<file path="src/rtl/my_i2s_rx_if.sv">
// AXI-Stream bundle carrying packed stereo frames out of the I2S receiver.
interface my_i2s_rx_if #(
    parameter int DATA_WIDTH = 32
) ();
    logic                      tvalid;
    logic [DATA_WIDTH-1:0]     tdata;
    logic [DATA_WIDTH/8-1:0]   tstrb;
    logic                      tlast;
    logic                      tready;

    modport master (
        output tvalid,
        output tdata,
        output tstrb,
        output tlast,
        input  tready
    );

    modport slave (
        input  tvalid,
        input  tdata,
        input  tstrb,
        input  tlast,
        output tready
    );
endinterface

</file>
<file path="src/rtl/my_i2s_rx.sv">
// I2S slave receiver: oversamples bclk/lrclk/sdata in the AXIS clock domain and
// emits each complete {left,right} frame as one beat through a show-ahead FIFO.
module my_i2s_rx #(
    parameter int C_M00_AXIS_TDATA_WIDTH = 32,
    parameter int SAMPLE_BITS            = 16,
    parameter int FIFO_DEPTH             = 4
) (
    input  logic        m00_axis_aclk,
    input  logic        m00_axis_aresetn,
    input  logic        bclk,
    input  logic        lrclk,
    input  logic        sdata,
    my_i2s_rx_if.master m00_axis,
    output logic        overflow
);
    localparam int DW    = C_M00_AXIS_TDATA_WIDTH;
    localparam int CNT_W = $clog2(SAMPLE_BITS + 1);
    localparam int PTR_W = $clog2(FIFO_DEPTH);
    localparam int LVL_W = $clog2(FIFO_DEPTH + 1);

    localparam logic [CNT_W-1:0] FULL_CNT = CNT_W'(SAMPLE_BITS);
    localparam logic [CNT_W-1:0] LAST_CNT = CNT_W'(SAMPLE_BITS - 1);
    localparam logic [CNT_W-1:0] CNT_ONE  = {{(CNT_W-1){1'b0}}, 1'b1};
    localparam logic [PTR_W-1:0] PTR_ONE  = {{(PTR_W-1){1'b0}}, 1'b1};
    localparam logic [LVL_W-1:0] LVL_FULL = LVL_W'(FIFO_DEPTH);

    logic [2:0]             bclk_pipe_r;
    logic [1:0]             lr_pipe_r;
    logic [1:0]             sd_pipe_r;
    logic                   bclk_rise_s;
    logic                   lr_s;
    logic                   sd_s;

    logic                   prev_lr_r;
    logic [CNT_W-1:0]       bitcnt_r;
    logic                   aligned_r;
    logic                   left_ok_r;
    logic                   push_r;
    logic [SAMPLE_BITS-1:0] left_sr_r;
    logic [SAMPLE_BITS-1:0] right_sr_r;

    logic [DW-1:0]          mem_r [FIFO_DEPTH];
    logic [PTR_W-1:0]       wr_ptr_r;
    logic [PTR_W-1:0]       rd_ptr_r;
    logic [LVL_W-1:0]       level_r;
    logic                   tvalid_r;
    logic [DW-1:0]          tdata_r;
    logic                   overflow_r;

    logic                   do_pop_s;
    logic                   do_push_s;
    logic                   drop_s;
    logic                   full_s;
    logic [LVL_W-1:0]       remain_s;
    logic [LVL_W-1:0]       level_next_s;
    logic [PTR_W-1:0]       rd_next_s;
    logic [DW-1:0]          push_data_s;
    logic [DW-1:0]          head_next_s;

    // Two-flop synchronisers; bclk keeps a third stage for edge detection.
    always_ff @(posedge m00_axis_aclk or negedge m00_axis_aresetn) begin
        if (!m00_axis_aresetn) begin
            bclk_pipe_r <= 3'b000;
            lr_pipe_r   <= 2'b00;
            sd_pipe_r   <= 2'b00;
        end else begin
            bclk_pipe_r <= {bclk_pipe_r[1:0], bclk};
            lr_pipe_r   <= {lr_pipe_r[0], lrclk};
            sd_pipe_r   <= {sd_pipe_r[0], sdata};
        end
    end

    assign bclk_rise_s = bclk_pipe_r[1] & ~bclk_pipe_r[2];
    assign lr_s        = lr_pipe_r[1];
    assign sd_s        = sd_pipe_r[1];
    assign push_data_s = {left_sr_r, right_sr_r};

    // Slot tracking and deserialisation; a right word is pushed only behind a full left word.
    always_ff @(posedge m00_axis_aclk or negedge m00_axis_aresetn) begin
        if (!m00_axis_aresetn) begin
            prev_lr_r  <= 1'b0;
            bitcnt_r   <= {CNT_W{1'b0}};
            aligned_r  <= 1'b0;
            left_ok_r  <= 1'b0;
            push_r     <= 1'b0;
            left_sr_r  <= {SAMPLE_BITS{1'b0}};
            right_sr_r <= {SAMPLE_BITS{1'b0}};
        end else begin
            push_r <= 1'b0;
            if (push_r) begin
                left_ok_r <= 1'b0;
            end
            if (bclk_rise_s) begin
                prev_lr_r <= lr_s;
                if (lr_s != prev_lr_r) begin
                    // The bit at a word-select change still belongs to the old word.
                    bitcnt_r  <= {CNT_W{1'b0}};
                    aligned_r <= 1'b1;
                    left_ok_r <= ~prev_lr_r & (bitcnt_r == FULL_CNT);
                end else if (aligned_r && (bitcnt_r < FULL_CNT)) begin
                    if (lr_s) begin
                        right_sr_r <= {right_sr_r[SAMPLE_BITS-2:0], sd_s};
                    end else begin
                        left_sr_r  <= {left_sr_r[SAMPLE_BITS-2:0], sd_s};
                    end
                    bitcnt_r <= bitcnt_r + CNT_ONE;
                    push_r   <= lr_s & (bitcnt_r == LAST_CNT) & left_ok_r;
                end
            end
        end
    end

    // FIFO next-state; the registered head is refreshed from whatever will sit at rd_ptr.
    always_comb begin
        do_pop_s     = tvalid_r & m00_axis.tready;
        full_s       = (level_r == LVL_FULL);
        do_push_s    = push_r & (~full_s | do_pop_s);
        drop_s       = push_r & full_s & ~do_pop_s;
        remain_s     = level_r - LVL_W'(do_pop_s);
        level_next_s = remain_s + LVL_W'(do_push_s);
        rd_next_s    = rd_ptr_r + PTR_W'(do_pop_s);
        if (level_next_s == {LVL_W{1'b0}}) begin
            head_next_s = tdata_r;
        end else if (remain_s == {LVL_W{1'b0}}) begin
            head_next_s = push_data_s;
        end else begin
            head_next_s = mem_r[rd_next_s];
        end
    end

    // FIFO storage, pointers and registered stream outputs.
    always_ff @(posedge m00_axis_aclk or negedge m00_axis_aresetn) begin
        if (!m00_axis_aresetn) begin
            for (int i = 0; i < FIFO_DEPTH; i++) begin
                mem_r[i] <= {DW{1'b0}};
            end
            wr_ptr_r   <= {PTR_W{1'b0}};
            rd_ptr_r   <= {PTR_W{1'b0}};
            level_r    <= {LVL_W{1'b0}};
            tvalid_r   <= 1'b0;
            tdata_r    <= {DW{1'b0}};
            overflow_r <= 1'b0;
        end else begin
            if (do_push_s) begin
                mem_r[wr_ptr_r] <= push_data_s;
                wr_ptr_r        <= wr_ptr_r + PTR_ONE;
            end
            rd_ptr_r   <= rd_next_s;
            level_r    <= level_next_s;
            tvalid_r   <= (level_next_s != {LVL_W{1'b0}});
            tdata_r    <= head_next_s;
            overflow_r <= overflow_r | drop_s;
        end
    end

    assign m00_axis.tvalid = tvalid_r;
    assign m00_axis.tdata  = tdata_r;
    assign m00_axis.tstrb  = {(DW/8){1'b1}};
    assign m00_axis.tlast  = 1'b1;
    assign overflow        = overflow_r;
endmodule

</file>
<file path="src/flat_wrapper.sv">
// flat-port wrapper written by rule: the top's interface ports become plain ports
module my_i2s_rx_flat 
#(
    parameter int C_M00_AXIS_TDATA_WIDTH = 32,
    parameter int SAMPLE_BITS            = 16,
    parameter int FIFO_DEPTH             = 4
)
  (m00_axis_aclk, m00_axis_aresetn, bclk, lrclk, sdata, overflow, m00_axis_tvalid, m00_axis_tdata, m00_axis_tstrb, m00_axis_tlast, m00_axis_tready);
  my_i2s_rx_if #(.DATA_WIDTH(32)) m00_axis_i ();
  input  logic m00_axis_aclk;
  input  logic m00_axis_aresetn;
  input  logic bclk;
  input  logic lrclk;
  input  logic sdata;
  output logic overflow;
  output wire logic [$bits(m00_axis_i.tvalid)-1:0] m00_axis_tvalid;
  output wire logic [$bits(m00_axis_i.tdata)-1:0] m00_axis_tdata;
  output wire logic [$bits(m00_axis_i.tstrb)-1:0] m00_axis_tstrb;
  output wire logic [$bits(m00_axis_i.tlast)-1:0] m00_axis_tlast;
  input wire logic [$bits(m00_axis_i.tready)-1:0] m00_axis_tready;
  assign m00_axis_tvalid = m00_axis_i.tvalid;
  assign m00_axis_tdata = m00_axis_i.tdata;
  assign m00_axis_tstrb = m00_axis_i.tstrb;
  assign m00_axis_tlast = m00_axis_i.tlast;
  assign m00_axis_i.tready = m00_axis_tready;
  my_i2s_rx #(.C_M00_AXIS_TDATA_WIDTH(C_M00_AXIS_TDATA_WIDTH), .SAMPLE_BITS(SAMPLE_BITS), .FIFO_DEPTH(FIFO_DEPTH)) u_core (.m00_axis_aclk(m00_axis_aclk), .m00_axis_aresetn(m00_axis_aresetn), .bclk(bclk), .lrclk(lrclk), .sdata(sdata), .m00_axis(m00_axis_i), .overflow(overflow));
endmodule
</file>
<file path="config.mk">
export PLATFORM = sky130hd
export DESIGN_NAME = my_i2s_rx_flat
export DESIGN_NICKNAME = d
export VERILOG_FILES = /design/src/rtl/my_i2s_rx_if.sv /design/src/rtl/my_i2s_rx.sv /design/src/flat_wrapper.sv
export SDC_FILE = /design/constraint.sdc
export NUM_CORES = 1
export LEC_CHECK = 0
export BUFFER_PORTS_ARGS = -buffer_cell sky130_fd_sc_hd__buf_2
export CORE_MARGIN = 8
export CORE_UTILIZATION = 40
export CTS_BUF_LIST = sky130_fd_sc_hd__clkbuf_16
export CTS_CLUSTER_DIAMETER = 100
export DETAILED_ROUTE_END_ITERATION = 10
export GPL_TIMING_DRIVEN = 0
export PLACE_DENSITY = 0.62
export SLEW_MARGIN = 15
export SYNTH_ARGS = -nofsm -noshare
export SYNTH_HDL_FRONTEND = slang
export SYNTH_SLANG_ARGS = --single-unit
</file>
<file path="constraint.sdc">
create_clock -name m00_axis_aclk -period 3 [get_ports m00_axis_aclk]
set_input_delay 0.75 -clock m00_axis_aclk [delete_from_list [all_inputs] [get_ports m00_axis_aclk]]
set_output_delay 0.75 -clock m00_axis_aclk [all_outputs]
set_load 0.02 [all_outputs]
</file>
== Word level (Yosys, flattened, before mapping) ==
Cells that the tools add are included.
Operators by class
  add/sub/neg operators: 5
  magnitude comparators: 4
  equality and inequality tests: 4
  muxes and demuxes: 15
  bitwise gates (word level): 18
  reduce and logical (&&, ||, !) cells: 10
Operators with widths (number)
  bitwise mux 128 bit: 1
  two-way mux 32 bit: 4
  binary-select mux 32 bit (select 2 bit): 1
  demux 32 bit (select 2 bit): 1
  two-way mux 5 bit: 2
  bitwise AND 1 bit: 8
  AND reduction 4 bit: 2
  greater-or-equal comparator 3 bit, second input constant: 2
  logical NOT 3 bit: 2
  two-way mux 1 bit: 6
  inverter 1 bit: 6
  inverter 2 -> 3 bit: 2
  adder 5 x 1 -> 5 bit, second input constant: 1
  equality test 5 x 4 -> 1 bit, second input constant: 1
  equality test 5 bit, second input constant: 1
  < comparator 5 bit, second input constant: 1
  AND reduction 2 bit: 2
  adder 3 x 1 -> 3 bit: 1
  equality test 3 bit, second input constant: 1
  < comparator 3 x 1 -> 1 bit, second input constant: 1
  nonzero test 3 bit: 1
  subtractor 3 x 1 -> 3 bit: 1
  adder 2 x 1 -> 2 bit: 1
  adder 2 x 1 -> 2 bit, second input constant: 1
  4 further kinds: 6
Word-level totals
  flip-flop bits (word level): 217
  input port bits: 6
  output and inout bits: 39
  word-level logic and storage cells: 76

== Depth between registers and ports, before layout ==
  depth after elaboration: 7
  depth in mapped cells: 11
  mapped depth without buffers: 9

== Worst setup path before layout ==
Ideal clock, no wire load.
  path kind: input to register
  from: input port m00_axis_tready
  to: register u_core.tdata_r[24], in the netlist u_core.m00_axis.tdata[24]
  library setup time: 130 ps
  data arrival time: 2421 ps
  path slack: 449 ps
  stages on the path: 10
  path through: a211oi_1 > a21boi_2 > ha_1 > ha_1 > nor3b_1 > mux2i_1 > buf_2 > buf_4 > nor2_1 > a31oi_1
Between the ends
  elaborated cells between the ends (all ways): 13
RTL lines
  from (decl): RTL line flat_wrapper.sv:20  | input wire logic [$bits(m00_axis_i.tready)-1:0] m00_axis_tready;
  bitwise AND 1 bit: RTL line my_i2s_rx.sv:115  | do_pop_s = tvalid_r & m00_axis.tready;
  bitwise OR 1 bit: RTL line my_i2s_rx.sv:117  | do_push_s = push_r & (~full_s | do_pop_s);
  bitwise AND 1 bit: RTL line my_i2s_rx.sv:117
  named net u_core.do_push_s: RTL line my_i2s_rx.sv:51  | logic do_push_s;
  adder 3 x 1 -> 3 bit: RTL line my_i2s_rx.sv:120  | level_next_s = remain_s + LVL_W'(do_push_s);
  named net u_core.level_next_s[1]: RTL line my_i2s_rx.sv:55  | logic [LVL_W-1:0] level_next_s;
  logical NOT 3 bit: RTL line my_i2s_rx.sv:122  | if (level_next_s == {LVL_W{1'b0}}) begin
  to (signal assigned): RTL line my_i2s_rx.sv:141  | tdata_r <= {DW{1'b0}};
  to (signal assigned): RTL line my_i2s_rx.sv:151  | tdata_r <= head_next_s;
  to (decl): RTL line my_i2s_rx.sv:47  | logic [DW-1:0] tdata_r;
The timed path passes the listed nets, and every way through them passes these cells. The select of a mux whose other input is x is not followed.
A chain may end at the register's enable or synchronous reset.

== Worst setup path after layout ==
  from: register u_core.tvalid_r, in the netlist u_core.m00_axis.tvalid
  to: register u_core.tdata_r[8], in the netlist u_core.m00_axis.tdata[8]
Between the ends
  elaborated cells between the ends (all ways): 13
RTL lines
  from (decl): RTL line my_i2s_rx.sv:46  | logic tvalid_r;
  from (signal assigned): RTL line my_i2s_rx.sv:150  | tvalid_r <= (level_next_s != {LVL_W{1'b0}});
  bitwise AND 1 bit: RTL line my_i2s_rx.sv:115
  bitwise OR 1 bit: RTL line my_i2s_rx.sv:117
  bitwise AND 1 bit: RTL line my_i2s_rx.sv:117
  named net u_core.do_push_s: RTL line my_i2s_rx.sv:51
  adder 3 x 1 -> 3 bit: RTL line my_i2s_rx.sv:120
  named net u_core.level_next_s[1]: RTL line my_i2s_rx.sv:55
  logical NOT 3 bit: RTL line my_i2s_rx.sv:122
The timed path passes the listed nets, and every way through them passes these cells. The select of a mux whose other input is x is not followed.

==> key figures <==
Status
  • Status: finished, final reports clean

Floorplanning
  • Die Y: 169 um
  • Number of placed I/O pins: 45
  • Die width: 169 um
  • Die area: 28400 um^2
  • # rows: 56
  • Area of the core: 23100 um^2
  • Initial Util: 40.2%

Global routing
  • GRT Residual Overflow: 0
  • Vias in the first global route: 5931
  • Antenna violations before repair: 0
  • First-pass GRT wire length: 32.5 mm
  • Gr usage total: 14.3%
  • Largest net degree at the start of global routing: 91

Yosys
  • Synth top cells by count: dfrtp_1, mux2_2, nand2_1, nor2_1, a31oi_1
  • Cell variety after synth: 34
  • Seq cells post-synth: 217
  • Cell type with the highest aggregate area in the netlist: dfrtp_1
  • Number of synthesized flops with an enable pin: 0
  • Synth area leaders: dfrtp_1, mux2_2, mux4_2
  • Post-synth ARST share: 100%
  • Syn. warnings: 0
  • Count leader, synth: dfrtp_1
  • Post-synthesis sequential area ratio: 58.4%
  • Post-synthesis cell count: 656
  • Synth Flop Type: dfrtp_1
  • Syn_area_per_cell: 14.2 um^2
  • Post-synth top area share: 58.4%
  • Post-Syn Area: 9310 um^2

CTS
  • Clock sinks: 217
  • CTS clk-pin slew, worst paths: 60 ps
  • Root Buffer: clkbuf_16
  • Post-CTS Hold Buffers: 0
  • Max Root-Sink Buffers: 3
  • Clk_lat worst skew: 510 ps
  • Htree depth: 1
  • CTS buffer count: 24
  • Post_cts resized: 0
  • Post-CTS setup buffers: 0
  • CTS tree: yes

Pwr
  • Tot Pwr: 8.04 mW
  • Flop pwr share: 41.8%
  • Cell-internal power: 5.38 mW
  • Comb power frac: 26.1%
  • Maximum VDD drop: 441 uV
  • Sw frac: 33.0%
  • Pleak: 5.33 nW
  • Psw: 2.65 mW
  • Clock Power Share: 32.1%
  • Power per cell area: 756 nW/um^2

STA
  • Max Clock Freq: 0.357 GHz
  • Final setup violation count: 0
  • Final period utilization: 93.4%
  • Max Slew Vio Count: 0
  • Final Hold Fails: 0
  • RSZ-0062 raised after global routing: no
  • Final min period: 2800 ps
  • Clk_skew: 15.2 ps
  • Tightest hold margin: 182 ps
  • Max transition margin: 55.3%
  • Worst-Margin Slew: 670 ps

Critical path
  • Critical Path AT: 3220 ps
  • Worst Path Max Fanout: 10
  • Reg-to-Reg End: u_core.m00_axis.tdata[8]
  • Flop2flop setup slack: 200 ps
  • Setup CP Type: register to register
  • RR Startpoint: u_core.m00_axis.tvalid
  • Reg2Reg Depth: 9
  • Critical Path RT: 3410 ps
  • Crit end category: register
  • Startpoint Class: register

Run
  • Maxcap violations: 0

Drt
  • Residual DRC count: 0
  • Iter 0 DRT Violations: 299
  • Metal2 WL: 9.87 mm
  • DR vias/cell: 5.31
  • Metal-1 WL: 8.84 mm
  • Routed wl met3: 854 um
  • Per-cell routed wire length: 19.3 um
  • Top sig layer: met4
  • Post-Route WL: 19.9 mm
  • Pre-antenna DRT Iters: 4
  • DRT antenna net count: 0
  • DR vias: 5470

Final layout
  • Layout area overhead: 14.2%
  • Ant diodes: 0
  • Layout cells sized above 1: 41.2%
  • Layout net count: 746
  • Finished Layout Cells: 1030

Placed design
  • GPL Wtd Cong: 0.740
  • Port bufs: 39
  • Dpl cells: 991
  • DPL Wire Length: 12.8 mm

Min path
  • HP Class: input pin to asynchronous set/reset pin
==> placed cells by master, fill, tap and decap left out, types with 2 or more instances in the layout <==
cell type | synthesis | routed
a21oi_1 | 2 | 2
buf_4 | 23 | 23
nor2b_1 | 2 | 2
ha_1 | 13 | 13
mux2_2 | 160 | 160
mux4_2 | 32 | 32
nand2b_1 | 2 | 2
nor3_1 | 2 | 2
dfrtp_1 | 217 | 217
xnor2_1 | 2 | 2
inv_1 | 12 | 19
clkbuf_16 | 0 | 25
buf_2 | 16 | 54
a31oi_1 | 33 | 33
nand3_1 | 2 | 2
nand2_1 | 73 | 73
nor2_1 | 34 | 34
buf_16 | 0 | 2
and3_1 | 4 | 4
clkbuf_1 | 4 | 4
clkinv_2 | 0 | 4
o21ai_0 | 8 | 8
clkinv_1 | 0 | 3
conb_1 | 1 | 5
==> how the worst max path moves through the flow <==
stage | start | end | cells past startpoint
after global placement | m00_axis_aresetn | u_core.m00_axis.tdata[19] | 1
after detailed placement | m00_axis_tready | u_core.m00_axis.tdata[8] | 10
final | u_core.m00_axis.tvalid | u_core.m00_axis.tdata[8] | 9
after global routing | u_core.m00_axis.tvalid | u_core.m00_axis.tdata[28] | 9
after floorplan | m00_axis_tready | u_core.m00_axis.tdata[24] | 10
after CTS | u_core.m00_axis.tvalid | u_core.m00_axis.tdata[8] | 9
==> registers in the layout (all words and copies together), names as in the netlist <==
| signal | count |
|---|---|
| u_core.aligned_r | 1 |
| u_core.bclk_pipe_r | 3 |
| u_core.bitcnt_r | 5 |
| u_core.left_ok_r | 1 |
| u_core.left_sr_r | 16 |
| u_core.level_r | 3 |
| u_core.lr_pipe_r | 2 |
| u_core.m00_axis.tdata | 32 |
| u_core.m00_axis.tvalid | 1 |
| u_core.mem_r | 128 |
| u_core.overflow | 1 |
| u_core.prev_lr_r | 1 |
| u_core.push_r | 1 |
| u_core.rd_ptr_r | 2 |
| u_core.right_sr_r | 16 |
| u_core.sd_pipe_r | 2 |
| u_core.wr_ptr_r | 2 |
==> power groups by stage <==
stage / clock, mW / combinational, mW / sequential [mW]
global route: 2.76 / 2.30 / 3.39
detailed placement: 0 / 2.15 / 3.41
finish: 2.58 / 2.10 / 3.36
global placement: 0 / 2.11 / 3.40
CTS: 2.65 / 2.16 / 3.36
floorplan: 0 / 1.29 / 3.47
==> cell type report <==
class | count | area, um^2
plain buffers | 43 | 268
clock buffers | 25 | 626
clock inverters | 14 | 57.6
fillers | 2047 | 12500
inverters | 12 | 45.0
multi-input cells | 388 | 3580
flip-flops and latches | 217 | 5430
well taps | 290 | 363
repair buffers | 41 | 260
==> worst max-delay path: stages (launching register included) <==
cell	delay, ps
dfrtp_1	400
a211oi_1	410
a21boi_2	200
ha_1	240
ha_1	310
nor3_1	60
mux2i_1	290
clkbuf_1	520
nor2_1	100
a31oi_1	180
==> per-layer routing <==
layer | vias to the layer above | track usage [%]
met1 | 2869 | 18.9
met5 | - | 0
met4 | 0 | 3.42
met2 | 98 | 24.4
li1 | 2469 | -
met3 | 34 | 2.47
==> metrics by stage <==
stage               area, um^2  TNS (ps)  utilization (%)  setup WS, ps
floorplan                 9320         0                -           449
global placement          9880   -499560             42.7         -2280
detailed placement        9940     -7700             43.0          -291
CTS                      10600         0             46.0           123
global route             10600         0             46.0          21.4
finish                   10600         0             46.0           198
==> cell families after synthesis <==
kind of cell / share of synthesized area, %
AO/OA/AOI/OAI: 3.25
flip-flops: 58.4
multiplexers: 27.2
buffers and inverters: 3.36
AND/OR/NAND/NOR: 5.57
XOR/XNOR: 0.457
adder cells (fa/ha/maj): 1.75
other: 0.0403
Power figures use the tool's default switching activity.
